--- src/rtl/demux8.sv ---
// demux8: clocked 1-to-8 steering stage for 4-phase bundled-data req/ack channels.
// Ports:
//   clk      - block clock
//   rst      - asynchronous active-low reset
//   in_req   - input channel request (asynchronous, synchronised internally)
//   in_data  - input data word, stable while in_req=1; bits [SEL_LSB+2:SEL_LSB] pick the channel
//   in_ack   - input channel acknowledge
//   out_req  - per-channel request, one-hot, bit i = channel i
//   out_data - per-channel data, every slice carries the held word
//   out_ack  - per-channel acknowledge (asynchronous, synchronised internally)
//   busy     - high whenever a transfer is in progress
module demux8 #(
  parameter int data_width  = 32,
  parameter int SEL_LSB     = 0,
  parameter int SYNC_STAGES = 2
) (
  input  logic                    clk,
  input  logic                    rst,
  input  logic                    in_req,
  input  logic [data_width-1:0]   in_data,
  output logic                    in_ack,
  output logic [7:0]              out_req,
  output logic [8*data_width-1:0] out_data,
  input  logic [7:0]              out_ack,
  output logic                    busy
);
  typedef enum logic [1:0] {IDLE, REQ, ACK, REL} state_t;
  state_t                            r_state, w_state_nx;
  logic [SYNC_STAGES-1:0]            r_req_sync;
  logic [SYNC_STAGES-1:0][7:0]       r_ack_sync;
  logic [data_width-1:0]             r_data, w_data_nx;
  logic [2:0]                        r_sel, w_sel_nx;
  logic [7:0]                        r_out_req, w_out_req_nx;
  logic                              r_in_ack, w_in_ack_nx;
  logic                              w_req_s;
  logic [7:0]                        w_ack_s;
  logic                              w_ack_sel;
  assign w_req_s   = r_req_sync[SYNC_STAGES-1];
  assign w_ack_s   = r_ack_sync[SYNC_STAGES-1];
  // Only the acknowledge of the captured destination can move the FSM.
  assign w_ack_sel = w_ack_s[r_sel];
  always_ff @(posedge clk or negedge rst) begin
    if (!rst) begin
      r_req_sync <= '0;
      r_ack_sync <= '0;
    end else begin
      r_req_sync <= {r_req_sync[SYNC_STAGES-2:0], in_req};
      r_ack_sync <= {r_ack_sync[SYNC_STAGES-2:0], out_ack};
    end
  end
  always_ff @(posedge clk or negedge rst) begin
    if (!rst) begin
      r_state   <= IDLE;
      r_data    <= '0;
      r_sel     <= '0;
      r_out_req <= '0;
      r_in_ack  <= 1'b0;
    end else begin
      r_state   <= w_state_nx;
      r_data    <= w_data_nx;
      r_sel     <= w_sel_nx;
      r_out_req <= w_out_req_nx;
      r_in_ack  <= w_in_ack_nx;
    end
  end
  // The data word is written only on capture in IDLE, so it is held across the
  // whole output handshake as the bundled-data protocol requires.
  always_comb begin
    w_state_nx   = r_state;
    w_data_nx    = r_data;
    w_sel_nx     = r_sel;
    w_out_req_nx = r_out_req;
    w_in_ack_nx  = r_in_ack;
    case (r_state)
      IDLE: if (w_req_s) begin
        w_data_nx    = in_data;
        w_sel_nx     = in_data[SEL_LSB +: 3];
        w_out_req_nx = 8'h01 << in_data[SEL_LSB +: 3];
        w_state_nx   = REQ;
      end
      REQ: if (w_ack_sel) begin
        w_in_ack_nx = 1'b1;
        w_state_nx  = ACK;
      end
      ACK: if (!w_req_s) begin
        w_out_req_nx = '0;
        w_state_nx   = REL;
      end
      REL: if (!w_ack_sel) begin
        w_in_ack_nx = 1'b0;
        w_state_nx  = IDLE;
      end
      default: w_state_nx = IDLE;
    endcase
  end
  assign in_ack   = r_in_ack;
  assign out_req  = r_out_req;
  assign out_data = {8{r_data}};
  assign busy     = (r_state != IDLE);
endmodule

--- config.mk ---
export PLATFORM = sky130hd
export DESIGN_NAME = demux8
export DESIGN_NICKNAME = d
export VERILOG_FILES = /design/src/rtl/demux8.sv
export SDC_FILE = /design/constraint.sdc
export NUM_CORES = 1
export LEC_CHECK = 0
export CAP_MARGIN = 20
export CORE_AREA = 2 2 120 122
export CTS_CLUSTER_DIAMETER = 200
export DETAILED_ROUTE_END_ITERATION = 7
export DIE_AREA = 0 0 122 124
export PLACE_DENSITY = 0.72
export SLEW_MARGIN = 30
export SYNTH_ARGS = -nofsm -noshare
export SYNTH_HDL_FRONTEND = slang
export SYNTH_SLANG_ARGS = --single-unit
--- constraint.sdc ---
create_clock -name clk -period 2.7 [get_ports clk]
set_input_delay 0.675 -clock clk [delete_from_list [all_inputs] [get_ports clk]]
set_output_delay 0.675 -clock clk [all_outputs]
set_load 0.05 [all_outputs]
==> impl_metrics.tcl <==
set metrics [dict create \
    outcome "finished clean" \
    tightest_slew_ps 731.1 \
    synth_nets 418 \
    io_pins 309 \
    slew_viol_final 0 \
    cp_data_arrival_time_ps 1800 \
    area_growth_pct 48.60 \
    root_buffer "clkbuf_16" \
    rsz0062_at_grt "no" \
    wl_per_cell_um 13.72 \
    track_usage_pct 11.04 \
    vias 2536 \
    postCtsHoldBufs 0 \
    htree_levels 3 \
    clk_pin_slew_ps 50 \
    yosysTopAreaCell "buf_4" \
    ant_nets 0 \
    cts_buffer_depth 2 \
    first_global_vias 2431 \
    post-cts-setup-buffers 0 \
    fmax_ghz 0.4048 \
    avgViaCountPerCell 3.926 \
    multi_input_area_sq_um 745.7 \
    crit_path_cell_trace "clkdlybuf4s50_1" \
    dieHeight_um 124 \
    synthesis.area_sq_um 3990 \
    setup_viol 0 \
    cap_violations 0 \
    min_path_type "reg -> reg" \
    ys_top_cells_by_area "buf_4, dfrtp_1, mux2_2" \
    dp_hpwl_um 6680 \
    cp-end-kind "output pin" \
    antenna_cells 0 \
    cp_top_family "buffers and inverters" \
    synthCells 370 \
    numClockSinks 61 \
    drt_iter0_drc 73 \
    cpPeakStageDelay_ps 890 \
    start_util_pct 29.08 \
    cts_buffers 9 \
    path_max_fanout 13 \
    crit_slowest_cell "clkdlybuf4s50_1" \
    critPathLaunch "r_data[0]" \
    final.setup_skew_ps 3.115 \
    grt.overflow.total 0 \
    placed_area_sq_um 5627 \
    drt_pass1_iterations 4 \
    core.rowCount 43 \
    nets 510 \
    core-area_sq_um 13720 \
    cp_num_buf_inv 1 \
    place.gp.congestion 0.7305 \
    drive_gt1_share_pct 12.88 \
    worst_setup_path_start_kind "register" \
    yosysUniqueCellTypes 23 \
    ys_ff_latch 61 \
    clk_latency_ps 330 \
    n_fill_cell 1242 \
    path_class "reg -> out" \
    wl_um 8865 \
    hold_viol 0 \
    regArea_sq_um 1526 \
    slew_headroom_pct 51.26 \
    netlist.area_leader.share_pct 42.14 \
    tritoncts "built" \
    design_area_sq_um 5929 \
    drcViolationCount 0 \
    die_w_um 122 \
    port_buffers 308 \
    yosysWarningCount 0 \
    seq_area_frac_synth_pct 38.26 \
    avgSynthCellArea_sq_um 10.78 \
    worstHoldStart "r_ack_sync[0]" \
    tns_ps 0 \
    grt_pass1_wl_um 12570 \
    r2r-start "r_state[0]" \
    antenna_found_initial 0 \
    fin_crit_ps 2470 \
    dieArea_sq_um 15130 \
    critical_path_required_ps 2030 \
    post-route-period-util_pct 91.49 \
    grt_max_degree 33 \
]
[worst paths after layout]
| kind | endpoint | slack (ps) | depth (start not counted) |
|---|---|---|---|
| max in group asynchronous | r_ack_sync[7] | 1670 | 2 |
| hold reg to reg | w_ack_s[0] | 340 | 0 |
| setup / recovery | out_data[32] | 230 | 1 |
| hold / removal | w_ack_s[0] | 340 | 0 |
| min in group asynchronous | out_req[5] | 400 | 1 |
| setup reg to reg | out_req[3] | 630 | 5 |
[routing by layer]
metal / GRT usage [%] / wire length, um / vias up
met5: 0 / 0 / -
met4: 4.310 / 123 / 0
met3: 4.441 / 837 / 10
met2: 19.69 / 4617 / 168
met1: 11.67 / 3287 / 1218
li1: - / - / 1140
[cells in the mapped netlist, drive strengths merged]
cell,number
a211oi,2
a22o,1
a22oi,1
buf,229
dfrtp,61
ha,5
inv,3
mux2,41
mux2i,6
mux4,1
nand2,3
nand2b,4
nand3b,1
nor2,3
nor2b,1
nor3,5
nor4,1
o21ai,1
o21bai,1
[area by class of cell]
type                       count  share of cell area [%]
multi-input combinational     77                   12.58
clock buffer                  11                   4.262
inverter                       3                  0.1899
timing repair buffer         310                   52.63
clock inverter                 4                  0.8019
sequential                    61                   25.74
tap                          180                   3.798
[state kept, by name, indices dropped and copies added, names as in the netlist]
register    count
r_req_sync      2
r_state         2
out_req         8
r_ack_sync      8
r_data         32
w_ack_s         8
in_ack          1
[cells in the final DEF (no fill, tap or decap)]
cell	count
clkbuf_8	2
o21ai_1	1
nand3b_1	1
clkinvlp_4	1
o21bai_1	1
clkinv_2	2
dlymetal6s2s_1	1
a22oi_1	1
nor2_1	3
nor3_1	5
mux2i_1	6
a211oi_1	2
nand2b_1	4
nor4_1	1
buf_2	1
mux2_1	1
mux4_2	1
dfrtp_1	61
nand2_1	2
clkdlybuf4s50_1	306
inv_1	3
mux2_2	40
nand2_2	1
buf_12	2
bufinv_16	1
ha_1	5
clkbuf_16	9
nor2b_1	1
a22o_1	1
[what timing repair did]
action                                  4_1_cts  5_1_grt
endpoints found under the setup margin        0        1
endpoints found under the hold margin         0        0
resized for setup                             0        1
[cells by family after synthesis]
kind of cell,count (synthesis),synth area share [%]
AOI/OAI and AO/OA,6,1.097
and+or+nand+nor,18,2.321
buffers and inverters,232,43.12
DFF,61,38.26
muxes,48,13.64
adders and majority gates,5,1.568
[metrics by stage]
step / utilization, % / std cells / hold slack [ps] / worst slack, ps
final: 43.22 / 646 / 344.2 / 229.8
after CTS: 43.20 / 646 / 346.8 / 72.74
after global placement: 41.01 / 631 / 332.0 / 474.4
after detailed placement: 41.01 / 631 / 335.5 / 443.4
after floorplan: - / 370 / 331.2 / 529.8
after global routing: 43.22 / 646 / 352.4 / 131.7
Power of run 1 is not shown: default switching activity piles up to over one toggle a cycle in this logic, so the estimate is an artifact.
